## config.mk

```make
export PLATFORM = sky130hd
export DESIGN_NAME = ber_accum
export DESIGN_NICKNAME = d
export VERILOG_FILES = /design/src/rtl/ber_accum.sv
export SDC_FILE = /design/constraint.sdc
export NUM_CORES = 1
export LEC_CHECK = 0
export ABC_AREA = 1
export BUFFER_PORTS_ARGS = -buffer_cell sky130_fd_sc_hd__buf_2
export CORE_UTILIZATION = 30
export DETAILED_ROUTE_END_ITERATION = 10
export GPL_ROUTABILITY_DRIVEN = 0
export PLACE_DENSITY = 0.49
export SKIP_CTS_REPAIR_TIMING = 1
export SLEW_MARGIN = 20
export SYNTH_ARGS = -nofsm -noshare
export SYNTH_HDL_FRONTEND = slang
export SYNTH_SLANG_ARGS = --single-unit
```

## constraint.sdc

```tcl
create_clock -name clk_i -period 7.35 [get_ports clk_i]
set_input_delay 1.1025 -clock clk_i [delete_from_list [all_inputs] [get_ports clk_i]]
set_output_delay 1.1025 -clock clk_i [all_outputs]
set_load 0.05 [all_outputs]
```

## src/rtl/ber_accum.sv

```systemverilog
// Bit-error-rate accumulator: counts checked bits, bit errors and lock-loss
// events over a start/stop or fixed-length window of words.
module ber_accum #(
   parameter int WIDTH  = 8,
   parameter int BIT_W  = 48,
   parameter int ERR_W  = 32,
   parameter int LOSS_W = 16
) (
   input  logic              clk_i,
   input  logic              rst_ni,
   input  logic              start_i,
   input  logic              stop_i,
   input  logic [31:0]       win_words_i,
   input  logic              lock_i,
   input  logic              valid_i,
   input  logic [WIDTH:0]    err_num_i,
   output logic              busy_o,
   output logic              done_o,
   output logic [BIT_W-1:0]  bit_cnt_o,
   output logic [ERR_W-1:0]  err_cnt_o,
   output logic [LOSS_W-1:0] loss_cnt_o,
   output logic              err_sat_o
);

   // Error sum is wide enough to hold the largest counter value plus one word.
   localparam int              EW_X      = ((ERR_W > WIDTH + 1) ? ERR_W : WIDTH + 1) + 1;
   localparam logic [WIDTH:0]  WORD_BITS = (WIDTH + 1)'(WIDTH);
   localparam logic [EW_X-1:0] ERR_MAX   = EW_X'({ERR_W{1'b1}});

   typedef enum logic [1:0] {S_IDLE, S_ARMED, S_RUN, S_DONE} state_t;

   state_t              state_q, state_d;
   logic [BIT_W-1:0]    bit_cnt_q, bit_cnt_d;
   logic [ERR_W-1:0]    err_cnt_q, err_cnt_d;
   logic [LOSS_W-1:0]   loss_cnt_q, loss_cnt_d;
   logic [31:0]         word_cnt_q, word_cnt_d;
   logic                err_sat_q, err_sat_d;

   logic [WIDTH:0]      err_clamp;
   logic [BIT_W:0]      bit_sum;
   logic [EW_X-1:0]     err_sum;
   logic [31:0]         word_inc;

   always_comb begin
      err_clamp = (err_num_i > WORD_BITS) ? WORD_BITS : err_num_i;
      bit_sum   = {1'b0, bit_cnt_q} + (BIT_W + 1)'(WIDTH);
      err_sum   = EW_X'(err_cnt_q) + EW_X'(err_clamp);
      word_inc  = (&word_cnt_q) ? word_cnt_q : word_cnt_q + 32'd1;

      state_d    = state_q;
      bit_cnt_d  = bit_cnt_q;
      err_cnt_d  = err_cnt_q;
      loss_cnt_d = loss_cnt_q;
      word_cnt_d = word_cnt_q;
      err_sat_d  = err_sat_q;

      if (start_i) begin
         state_d    = S_ARMED;
         bit_cnt_d  = '0;
         err_cnt_d  = '0;
         loss_cnt_d = '0;
         word_cnt_d = '0;
         err_sat_d  = 1'b0;
      end else begin
         case (state_q)
            S_IDLE: state_d = S_IDLE;
            S_ARMED: begin
               if (stop_i)      state_d = S_DONE;
               else if (lock_i) state_d = S_RUN;
            end
            S_RUN: begin
               if (!lock_i) begin
                  // Lock loss: count the event once and re-arm; this cycle's word is dropped.
                  if (!(&loss_cnt_q)) loss_cnt_d = loss_cnt_q + 1'b1;
                  state_d = stop_i ? S_DONE : S_ARMED;
               end else begin
                  if (valid_i) begin
                     bit_cnt_d  = bit_sum[BIT_W] ? '1 : bit_sum[BIT_W-1:0];
                     err_cnt_d  = (err_sum >= ERR_MAX) ? '1 : err_sum[ERR_W-1:0];
                     err_sat_d  = err_sat_q | (err_sum >= ERR_MAX);
                     word_cnt_d = word_inc;
                  end
                  if (stop_i || (valid_i && (win_words_i != 32'd0) && (word_inc >= win_words_i)))
                     state_d = S_DONE;
               end
            end
            S_DONE:  state_d = S_IDLE;
            default: state_d = S_IDLE;
         endcase
      end
   end

   always_ff @(posedge clk_i or negedge rst_ni) begin
      if (!rst_ni) begin
         state_q    <= S_IDLE;
         bit_cnt_q  <= '0;
         err_cnt_q  <= '0;
         loss_cnt_q <= '0;
         word_cnt_q <= '0;
         err_sat_q  <= 1'b0;
      end else begin
         state_q    <= state_d;
         bit_cnt_q  <= bit_cnt_d;
         err_cnt_q  <= err_cnt_d;
         loss_cnt_q <= loss_cnt_d;
         word_cnt_q <= word_cnt_d;
         err_sat_q  <= err_sat_d;
      end
   end

   assign busy_o     = (state_q == S_ARMED) || (state_q == S_RUN);
   assign done_o     = (state_q == S_DONE);
   assign bit_cnt_o  = bit_cnt_q;
   assign err_cnt_o  = err_cnt_q;
   assign loss_cnt_o = loss_cnt_q;
   assign err_sat_o  = err_sat_q;

endmodule

```

==> results.yml <==
clocking:
  worst_skew_pair.late_latency_ns: 0.44
  cts_tree: "done"
  cts_sinks: 129
  htree_levels: 4
  max-clock-path-buffers: 2
  cts_made_buffers: 17
  worst_setup_hold_path_clk_slew_ns: 0.06
  ctsRootBufferMaster: "clkbuf_16"
worst_setup_path:
  crit_top_cell: "nand2_1"
  crit_type: "register to register"
  crit_path_start_kind: "register"
  worstPathMaxFanout: 5
  cp_slowest_cell: "nor4_1"
  critical-path-top-delay-family: "simple AND/OR/NAND/NOR gates"
  crit_required_ns: 7.67
  worstPathBufferInverterCount: 0
  end_kind: "register"
  worst_path_largest_cell_delay_ns: 0.53
  timing.critical_path.cells: "ha_1 -> nand2_1 -> nor2_1 -> nand3_1 -> nor2_1 -> nand2_1 -> nand3_1 -> nor2_1 -> nand2_1 -> o21ai_0 -> nand2_1 -> ha_1 -> nand2_1 -> nor2_1 -> nand2_1 -> nor4_1 -> nand4_1 -> nand3_1 -> nand3_1 -> nand2_1 -> nand2_1 -> nand2_1 -> nand2_1"
  worstPathArrival_ns: 4.35
global_routing:
  global_route_wire_length_before_repair_mm: 52.0
  maximum_number_of_pins_on_one_net_before_global_route_repair: 66
  grt_antenna_before_repair: 0
  global_route.overflow_total: 0
  grt_usage_pct: 19.6
  grt_pass1_vias: 9505
logic_synthesis:
  dominantRegCellSynth: "dfrtp_1"
  yosys_register_bits: 129
  seq_area_frac_synth_pct: 32.1
  synth.avg_cell_area_um2: 6.68
  yosysWarnings: 0
  synthesis.area_um2: 10000
  number_of_enable_flip_flop_cells_after_synthesis: 0
  post_synth_cell_types: 49
  share_of_synthesized_registers_carrying_an_async_set_or_reset_pct: 100
  post_synth_inst_count: 1504
power:
  worst_ir_drop_vdd_mv: 0.111
  power.leakage_nw: 5.98
  power_density_nw_per_um2: 148
  totalPowerFinal_mw: 1.75
sta:
  period_utilisation_layout_pct: 54.8
  final_slew_viol_count: 0
  rsz0062_at_grt: "no"
  finClkSkew_ns: 0.0214
  worst_slew_slack_as_a_fraction_of_its_limit_pct: 33.4
  hold_violations: 0
  upper_clock_frequency_limit_mhz: 248
  final.hold.worst_slack_ns: 0.489
  tightestPinTransition_ns: 0.993
  timing.final.setup_violations: 0
  min_clock_period_post_route_ns: 4.03
  final_setup_slack_of_the_worst_path_ns: 3.32
  setup_total_negative_slack_ns: 0
place:
  buffer_ports.inserted: 145
  post-place-ws_ns: 2.99
  place_inst: 2067
  place_hpwl_mm: 25.2
  place_area_um2: 11200
routing:
  number_of_antenna_violating_nets_in_the_routed_design: 0
  drc: 0
  length_of_the_first_detailed_routing_pass_in_iterations: 5
  drt_wl_total_mm: 32.8
  via_per_inst: 4.89
  drtIter0Drc: 620
  average_wire_per_cell_in_the_routed_design_um: 15.6
  route.vias.total: 10264
run:
  cap_viol_max_count: 0
finish:
  layout-drive-gt1-share_pct: 12.6
  final.fill_count: 3675
  final_util_pct: 36.2
  fin_nets: 1740
  stdcell_count: 2099
  finish.instance_area_um2: 11800
  area_growth_pct: 17.9
  layout_common_cells: "415 x nand2_1, 280 x inv_1, 144 x buf_2"
  layout_commonest_cell: "nand2_1"
  n_antenna_cell: 0
die:
  floorplan.io_pins: 146
  floorplan.initialDensity_pct: 30.7
  die_h_um: 185
  num_rows: 66
  placeableCoreArea_um2: 32700
  die_area_um2: 34200
  chipWidth_um: 185
min_path:
  hp-class: "register to register"
status:
  result_of_the_run: "finished, final reports clean"
[worst register-to-register path: stages (launching register included)]
cell     delay (ns)
dfrtp_1        0.41
ha_1           0.24
nand2_1        0.09
nor2_1         0.06
nand3_1        0.10
nor2_1         0.04
nand2_1        0.15
nand3_1        0.17
nor2_1         0.26
nand2_1        0.20
o21ai_0        0.19
nand2_1        0.13
ha_1           0.31
nand2_1        0.06
nor2_1         0.16
nand2_1        0.09
nor4_1         0.53
nand4_1        0.15
nand3_1        0.18
nand3_1        0.10
nand2_1        0.11
nand2_1        0.08
nand2_1        0.06
nand2_1        0.04
[flip-flops by register name, summed over array words and instances (netlist names)]
signal and flops:
bit_cnt_o 46, err_cnt_o 32, word_cnt_q 32, loss_cnt_o 16, err_sat_o 1, state_q 2
[power breakdown]
group / internal, mW / switching, mW / leakage [nW]
Clock: 0.511 / 0.375 / 0.290
Sequential: 0.716 / 0.00717 / 1.80
Combinational: 0.0383 / 0.107 / 3.89
[cell families after synthesis]
logic type	synth area share [%]
AOI/OAI and AO/OA	10.8
adders and majority gates	6.18
and+or+nand+nor	33.5
other	0.0373
DFF	32.1
xor gates and xnor gates	5.32
buffers and inverters	11.9
[path summary, 6_finish.rpt]
path	end	slack, ns	cells after the start	startpoint
worst min-delay path	err_sat_o$_DFFE_PN0P_	0.49	2	err_sat_o$_DFFE_PN0P_
worst min register to register	err_sat_o$_DFFE_PN0P_	0.49	2	err_sat_o$_DFFE_PN0P_
max in group asynchronous	loss_cnt_o[12]$_DFFE_PN0P_	5.34	2	rst_ni
worst max-delay path	state_q[1]$_DFFE_PN0P_	3.32	23	word_cnt_q[0]$_DFFE_PN0P_
min in group asynchronous	err_cnt_o[19]$_DFFE_PN0P_	0.67	1	rst_ni
worst max register to register	state_q[1]$_DFFE_PN0P_	3.32	23	word_cnt_q[0]$_DFFE_PN0P_
[cell usage after synthesis, drive strengths merged (3+ instances only)]
library cell / instances / area (um2)
nand3: 87 / 440
inv: 281 / 1050
buf: 12 / 66.3
dfrtp: 129 / 3230
clkbuf: 20 / 75.1
xnor2: 3 / 26.3
o21ai: 58 / 294
nor4: 26 / 169
a22o: 3 / 26.3
and3: 3 / 18.8
nor3: 43 / 225
nand2: 421 / 1590
a22oi: 4 / 30.0
nor3b: 3 / 27.5
o22ai: 30 / 188
o221ai: 23 / 201
nand4: 42 / 275
o211ai: 14 / 105
ha: 48 / 601
or2: 5 / 31.3
xor2: 58 / 508
a31oi: 4 / 25.0
a21oi: 31 / 155
nor2: 139 / 537
nand3b: 5 / 37.5
[routing by layer]
layer | vias up | track usage (%) | part of all wire [%]
met5 | - | 0 | 0
met4 | 0 | 5.49 | 1.7
met3 | 35 | 2.67 | 4.7
met2 | 297 | 30.2 | 44
met1 | 4787 | 28.3 | 50
li1 | 5145 | - | -
[layout make-up]
type / count / area (um2) / share of cell area, %
Timing Repair Buffer: 149 / 762 / 6.44
Sequential cell: 129 / 3230 / 27.3
Clock inverter: 15 / 175 / 1.48
Inverter: 282 / 1060 / 8.94
Tap cell: 442 / 553 / 4.67
Multi-Input combinational cell: 1065 / 5640 / 47.6
Clock buffer: 17 / 425 / 3.59
Power figures use the tool's default switching activity.
